### src/rtl/disp_pkg.sv
// Shared constants for the 7-segment scan driver: page codes and active-low patterns.
// Pure definitions, no latency; no flow control involved.
// Patterns are {g,f,e,d,c,b,a}, a lit segment is 0.
package disp_pkg;

  typedef enum logic [1:0] {
    PAGE_SEC  = 2'd0,
    PAGE_HM   = 2'd1,
    PAGE_DATE = 2'd2,
    PAGE_YEAR = 2'd3
  } page_t;

  localparam logic [6:0] SEG_OFF   = 7'h7F;
  localparam logic [6:0] SEG_DASH  = 7'b0111111;
  localparam logic [3:0] ANODE_OFF = 4'hF;

  // Entry n is the pattern for digit n (entry 0 in the low bits).
  localparam logic [9:0][6:0] DIGIT_PAT = {
    7'h10, 7'h00, 7'h78, 7'h02, 7'h12,
    7'h19, 7'h30, 7'h24, 7'h79, 7'h40
  };

endpackage

### src/rtl/display_scan_bcd_to_seg7.sv
// BCD nibble to active-low 7-segment pattern; codes 10-15 show a dash.
// Combinational, zero latency; no flow control.
// Always ready: output follows the input nibble.
module bcd_to_seg7
  import disp_pkg::*;
(
  input  logic [3:0] nib,
  output logic [6:0] seg
);

  always_comb begin
    seg = SEG_DASH;
    if (nib < 4'd10) seg = DIGIT_PAT[nib];
  end

endmodule

### src/rtl/display_scan.sv
// Time-multiplexed 4-digit 7-segment driver for the time/date BCD buses (LEADING_ZERO_BLANK_EN option).
// Outputs registered: one cycle from presc/digit/page_q/inputs to pins.
// No backpressure: buses are sampled live every cycle; page changes apply at frame boundaries.
module display_scan
  import disp_pkg::*;
#(
  parameter int DIGIT_TICKS = 50000,
  parameter int BLANK_TICKS = 500
) (
  input  logic        clk,
  input  logic        reset,
  input  logic [7:0]  decimales,
  input  logic [6:0]  segundos,
  input  logic [6:0]  minutos,
  input  logic [5:0]  horas,
  input  logic [5:0]  dias,
  input  logic [4:0]  meses,
  input  logic [15:0] years,
  input  logic [1:0]  page,
  output logic [3:0]  Trans,
  output logic [6:0]  seg,
  output logic        dp
);

  localparam int PW = (DIGIT_TICKS > 1) ? $clog2(DIGIT_TICKS) : 1;

  logic [PW-1:0] presc;
  logic [1:0]    digit;
  page_t         page_q;
  logic          slot_end;
  logic [15:0]   word;
  logic [3:0]    nib;
  logic [6:0]    seg_dec;
  logic          blank;
  logic          dark;

  assign slot_end = (presc == PW'(DIGIT_TICKS - 1));

  always_ff @(posedge clk) begin
    if (!reset) begin
      presc  <= '0;
      digit  <= 2'd0;
      page_q <= PAGE_SEC;
    end else if (slot_end) begin
      presc <= '0;
      digit <= digit + 2'd1;
      // The page only changes between frames so a frame never mixes two pages.
      if (digit == 2'd3) page_q <= page_t'(page);
    end else begin
      presc <= presc + PW'(1);
    end
  end

  always_comb begin
    word = 16'h0000;
    case (page_q)
      PAGE_SEC:  word = {1'b0, segundos, decimales};
      PAGE_HM:   word = {2'b00, horas, 1'b0, minutos};
      PAGE_DATE: word = {3'b000, meses, 2'b00, dias};
      PAGE_YEAR: word = years;
      default:   word = 16'h0000;
    endcase
  end

  assign nib = word[{digit, 2'b00} +: 4];

  bcd_to_seg7 u_dec (
    .nib (nib),
    .seg (seg_dec)
  );

  assign blank = (presc < PW'(BLANK_TICKS));

`ifdef LEADING_ZERO_BLANK_EN
  // A year digit is dark when it and every digit to its left are zero.
  assign dark = ((page_q == PAGE_YEAR) && (digit != 2'd0) && ((years >> {digit, 2'b00}) == 16'h0000))
             || ((page_q == PAGE_HM) && (digit == 2'd3) && (horas[5:4] == 2'b00));
`else
  assign dark = 1'b0;
`endif

  always_ff @(posedge clk) begin
    if (!reset) begin
      Trans <= ANODE_OFF;
      seg   <= SEG_OFF;
      dp    <= 1'b1;
    end else if (blank || dark) begin
      Trans <= ANODE_OFF;
      seg   <= SEG_OFF;
      dp    <= 1'b1;
    end else begin
      Trans <= ~(4'b0001 << digit);
      seg   <= seg_dec;
      dp    <= !((digit == 2'd2) && (page_q != PAGE_YEAR));
    end
  end

endmodule
### config.mk
export PLATFORM = sky130hd
export DESIGN_NAME = display_scan
export DESIGN_NICKNAME = d
export VERILOG_FILES = /design/src/rtl/disp_pkg.sv /design/src/rtl/display_scan_bcd_to_seg7.sv /design/src/rtl/display_scan.sv
export SDC_FILE = /design/constraint.sdc
export NUM_CORES = 1
export LEC_CHECK = 0
export ABC_AREA = 0
export BUFFER_PORTS_ARGS = -buffer_cell sky130_fd_sc_hd__buf_4
export CORE_ASPECT_RATIO = 2
export CORE_MARGIN = 2
export CORE_UTILIZATION = 49
export DETAILED_ROUTE_END_ITERATION = 8
export PLACE_DENSITY_LB_ADDON = 0.08
export SETUP_SLACK_MARGIN = 0.15
export SYNTH_ARGS = -nofsm -noshare
export SYNTH_HDL_FRONTEND = slang
export SYNTH_SLANG_ARGS = --single-unit
### constraint.sdc
create_clock -name clk -period 3.2 [get_ports clk]
set_clock_uncertainty 0.2 [all_clocks]
set_input_delay 0.48 -clock clk [delete_from_list [all_inputs] [get_ports clk]]
set_output_delay 0.48 -clock clk [all_outputs]
set_load 0.05 [all_outputs]
; ---- Word level (Yosys, flattened, before mapping)
; Memories as Yosys holds them, arrays and structs flattened.
; Cells that the tools add are included.
[op_classes]
shift = 2
reduce_logical = 7
order_cmp = 3
mul = 0
mux = 3
bitwise = 3
eq_ne = 7
n_div = 0
n_addsub = 2
[op_table]
columns = operator, count
row1 = 16-bit one-hot mux with 4 select lines, 1
row2 = "16-bit by 1-bit adder with 16-bit output, second input constant", 1
row3 = "16-bit equality test, second input constant", 1
row4 = "16-bit by 9-bit less-than comparator with 1-bit output, second input constant", 1
row5 = 16-bit by 5-bit variable part select with 4-bit output, 1
row6 = 7-bit 2-to-1 mux, 2
row7 = "2-bit equality test, second input constant", 4
row8 = "4-bit by 5-bit less-than comparator with 1-bit output, second input constant", 1
row9 = "4-bit less-than comparator, second input constant", 1
row10 = 4-bit inverter, 1
row11 = 2-bit OR reduction, 2
row12 = "1-bit by 2-bit left shift with 4-bit output, first input constant", 1
row13 = 3-bit OR reduction, 1
row14 = "2-bit by 1-bit adder with 2-bit output, second input constant", 1
row15 = "2-bit by 1-bit equality test with 1-bit output, second input constant", 1
row16 = 2-bit zero test, 1
row17 = "2-bit inequality test, second input constant", 1
row18 = 1-bit inverter, 2
row19 = 2-bit AND reduction, 1
row20 = 1-bit logical AND, 1
row21 = 1-bit zero test, 1
[word_totals]
latch_bits = 0
ram_bits = 0
n_memories = 1
out_inout_bits = 12
reg_bits = 32
mem_bits_ro = 112
word_cells = 35
inputBits = 59
[mem_list]
columns = name, depth, word_bits, read_ports, rd_clocked_by_memory_dff, write_ports, line
row1 = (name not given), 16, 7, 1, 0, 0, display_scan_bcd_to_seg7.sv:13  ; if (nib < 4'd10) seg = DIGIT_PAT[nib];

; ---- Logic depth before layout (Yosys ltp)
[depth]
word_depth = 6
ltp_mapped = 10
depth_no_buf = 8

; ---- Modules after synthesis
; From an unflattened synthesis, not the netlist that was laid out.
[hier_totals]
hier_cells = 227
area_unflattened_um2 = 1980.6
[by_module_without_submodules]
columns = mod, seq_area_each_um2, n_inst, area_each_um2, cells_each
row1 = display_scan, 640.6, 1, 1749.2, 198
row2 = bcd_to_seg7, 0.0, 1, 231.5, 29

; ---- Worst setup path after synthesis
; No wires, ideal clock.
[synth_path]
kind = register to register
from = register page_q[0]
to = register seg[4]
arrival_time_ns = 1.959
setup_ns = 0.132
required_ns = 2.868
path_slack_ns = 0.909
path_stages_with_launch = 8
path_buffers = 1
cell_sequence = dfxtp_1 > buf_4 > mux4_2 > mux4_2 > inv_1 > ha_1 > nor3b_1 > o21ai_1
[synth_via]
elab_chain_cells = 6
elab_cells_between_ends = 11
[synth_lines]
columns = element, line
row1 = start: declaration, display_scan.sv:29  ; page_t page_q;
row2 = start signal: assignment, display_scan.sv:48  ; if (digit == 2'd3) page_q <= page_t'(page);
row3 = "2-bit equality test, or another cell as far along", display_scan.sv:56  ; case (page_q)
row4 = 16-bit one-hot mux with 4 select lines *, display_scan.sv:56
row5 = 16-bit by 5-bit variable part select with 4-bit output *, display_scan.sv:65  ; assign nib = word[{digit, 2'b00} +: 4];
row6 = 4-bit less-than comparator, display_scan_bcd_to_seg7.sv:13
row7 = 1-bit inverter (no source line), --
row8 = 3-bit OR reduction (no source line), --
row9 = end signal: assignment, display_scan.sv:93  ; seg <= seg_dec;
row10 = end: declaration, display_scan.sv:21  ; output logic [6:0] seg,
; Every way passes the cells marked *; elsewhere a longest branch is shown, timed or not. The select of a mux whose other input is x is not followed.
; A chain may end at the register's enable or synchronous reset.

; ---- Worst setup path after layout
[layout_path]
from = register page_q[1]
to = register seg[6]
[layout_via]
elab_chain_cells = 6
elab_cells_between_ends = 10
[layout_lines]
columns = element, line
row1 = "2-bit equality test, or another cell as far along", display_scan.sv:56
row2 = 16-bit one-hot mux with 4 select lines *, display_scan.sv:56
row3 = 16-bit by 5-bit variable part select with 4-bit output *, display_scan.sv:65
row4 = memory 16 x 7 bit, --
row5 = 7-bit 2-to-1 mux (implied by the code), display_scan_bcd_to_seg7.sv:13
row6 = 7-bit 2-to-1 mux *, display_scan_bcd_to_seg7.sv:13
; Marks and branches as above.

==> run_results.csv <==
group,metric,value,unit
synthesis,yosys.area.top_type,"dfxtp_1",
synthesis,syn_nets,259,
global_route,grt_use_total,22.9,%
setup_path,critical_path_class,"reg2reg",
cts,cts_setup_buffers,0,
synthesis,syn_area,1940,µm²
setup_path,ff2ff_setup_slack,0.58,ns
global_route,grt_pass1_wl,8050,µm
synthesis,synthArstFlopShare,0,%
cts,cts_hold_buf,0,
synthesis,synth.distinct_cells,45,
cts,cts-root-buf,"clkbuf_8",
global_route,grt_max_degree,20,
cells_and_area,fin_nets,330,
cells_and_area,final_area,2610,µm²
floorplanning,io_pins,71,
setup_path,r2r_cells,5,
cts,clk_latency,0.29,ns
synthesis,synth-warning-count,0,
cts,htreeDepth,2,
setup_path,cp_max_fo,19,
detailed_routing,remaining_drc_errors,0,
floorplanning,num_rows,32,
cts,cts.repair.resized,0,
power_and_ir_drop,vdd_drop_max,311,µV
timing,rsz0062_at_grt,"false",
power_and_ir_drop,power_leakage,0.00110,µW
status,status,"completed",
cts,cts_tree,"yes",
synthesis,synth_cells,190,
timing,period_minus_slack,2.62,ns
synthesis,synth.area.top_cells,"dfxtp_1, mux4_2, ha_1",
synthesis,synth_area_per_cell,10.2,µm²
global_route,grt-ovfl-total,0,
detailed_routing,first_iter_violations,21,
timing,tightest_slew,0.690,ns
cts,cts_buffer_depth,2,
place,placed_area,2500,µm²
detailed_routing,ant_nets,0,
cts,clock_sinks,32,
cells_and_area,multi_input_area,1200,µm²
floorplanning,core,3840,µm²
floorplanning,fp.dieW,48.5,µm
timing,drv_slew,0,
timing,max-slew-margin-rel,53.9,%
synthesis,synth_edf_count,0,
cells_and_area,n_fill_cell,350,
synthesis,ys_seq_area_share,33.0,%
cells_and_area,synthToLayoutAreaGrowth,34.5,%
timing,fmaxAchievable,381,MHz
power_and_ir_drop,p_total,899,µW
detailed_routing,avgViaCountPerCell,5.31,
place,portBuffers,70,
detailed_routing,dr.pass1.iters,4,
timing,setup_viol,0,
global_route,grt_pass1_vias,1805,
detailed_routing,wl_per_cell,15.1,µm
setup_path,critPathArrivalTime,2.64,ns
floorplanning,start_util,50.5,%
power_and_ir_drop,power.density,345,nW/µm²
cells_and_area,n_antenna_cell,0,
timing,fin_crit_sh,82.0,%
place,dpl.hpwl,3820,µm
synthesis,synth_top_area_share,33.0,%
timing,tns,0,ns
setup_path,cp-end-kind,"register",
cells_and_area,final_layout_size_suffix_gt1_share,38.2,%
cells_and_area,final_util,67.9,%
detailed_routing,drt_wl_total,4710,µm
job,maxCapViolCount,0,
global_route,antenna_found_initial,0,
worst_hold_path,min_path_cells,2,
setup_path,start_kind,"register",
detailed_routing,routed-via-count,1661,
timing,finalHoldViolations,0,
synthesis,synth_seq_cells,32,
worst_hold_path,hp-class,"in2reg",
place,gp_congestion,0.911,
setup_path,critPathRequiredTime,3.22,ns
synthesis,ys.flop_type,"dfxtp_1",
floorplanning,die-area,4510,µm²
cells_and_area,seq_area,641,µm²
cts,cts_buffers,5,
cts,clkTransAtPathRegs,0.07,ns
floorplanning,die_h,93.0,µm
## cell usage in the layout (no fill, tap or decap), types with 6 or more instances in the layout
cell type / n
xnor2_1: 9
mux4_2: 10
nand2_1: 9
buf_4: 73
ha_1: 10
nor2_1: 19
mux2i_1: 8
inv_1: 11
and2_1: 6
dfxtp_1: 32
## flip-flops by register name (all words and copies together) (netlist names)
name	count
presc	16
seg	7
Trans	4
digit	2
page_q	2
dp	1
## power by group
part	switching (µW)	internal, µW	total (µW)	leakage (µW)
registers	2.39	401	404	0.000259
logic	34.6	70.0	105	0.000783
clock network	161	230	391	0.0000541
## metal layers
| layer | track usage (%) | up-vias | part of all wire [%] |
|---|---|---|---|
| li1 | - | 816 | - |
| met1 | 21.5 | 776 | 35 |
| met2 | 44.3 | 53 | 57 |
| met3 | 5.27 | 16 | 4.3 |
| met4 | 12.9 | 0 | 3.6 |
| met5 | 0 | - | 0 |
## per-stage QoR
| stage | instances | setup slack [ns] | hold slack [ns] |
|---|---|---|---|
| floorplan | 190 | 0.909 | 0.213 |
| global placement | 305 | 0.616 | 0.230 |
| detailed placement | 305 | 0.580 | 0.252 |
| CTS | 313 | 0.543 | 0.241 |
| global route | 313 | 0.411 | 0.254 |
| finish | 313 | 0.576 | 0.243 |
## worst paths after layout
| path | startpoint | to |
|---|---|---|
| setup / recovery | page_q[1]$_SDFFE_PN0P_ | seg[6]$_SDFF_PP1_ |
| hold / removal | reset | digit[0]$_SDFFE_PN0P_ |
| setup reg to reg | page_q[1]$_SDFFE_PN0P_ | seg[6]$_SDFF_PP1_ |
| hold reg to reg | presc[0]$_SDFF_PP0_ | presc[0]$_SDFF_PP0_ |
## cell type report
cell class | count | share of cell area, %
multi-input combinational | 138 | 46.1
timing repair buffer | 73 | 21.0
inverter | 11 | 1.58
tap | 51 | 2.45
clock buffer | 5 | 2.64
sequential | 32 | 24.6
clock inverter | 3 | 1.63
## cell families after synthesis
family                   Yosys count  synth area share (%)
flip-flops                        32                  33.0
adder cells (fa/ha/maj)           10                  6.45
AO/OA/AOI/OAI                     23                  9.23
AND/OR/NAND/NOR                   66                  17.9
buffers and inverters             20                  4.90
XOR/XNOR                          14                  6.32
multiplexers                      25                  22.1
## critical path: stages (launching register included)
cell     delay [ns]
dfxtp_1        0.77
mux4_1         0.64
a22o_1         0.29
a21oi_4        0.19
mux2_2         0.36
o21ai_1        0.11
## synth_stat cells, drive strengths merged (2+ instances only)
| cell type | count |
|---|---|
| a21oi | 4 |
| nor4 | 2 |
| xnor2 | 9 |
| inv | 11 |
| o21ai | 5 |
| and2b | 2 |
| mux2 | 4 |
| nor3 | 4 |
| mux4 | 12 |
| nand4 | 3 |
| nor2 | 19 |
| ha | 10 |
| and2 | 6 |
| mux2i | 9 |
| a21o | 3 |
| xor2 | 5 |
| nor3b | 2 |
| nand2b | 3 |
| nand2 | 9 |
| nor2b | 4 |
| and3 | 3 |
| clkbuf | 2 |
| buf | 7 |
| nand3 | 4 |
| dfxtp | 32 |
| a32oi | 4 |
Note: power is estimated with default switching activity, not from simulation.
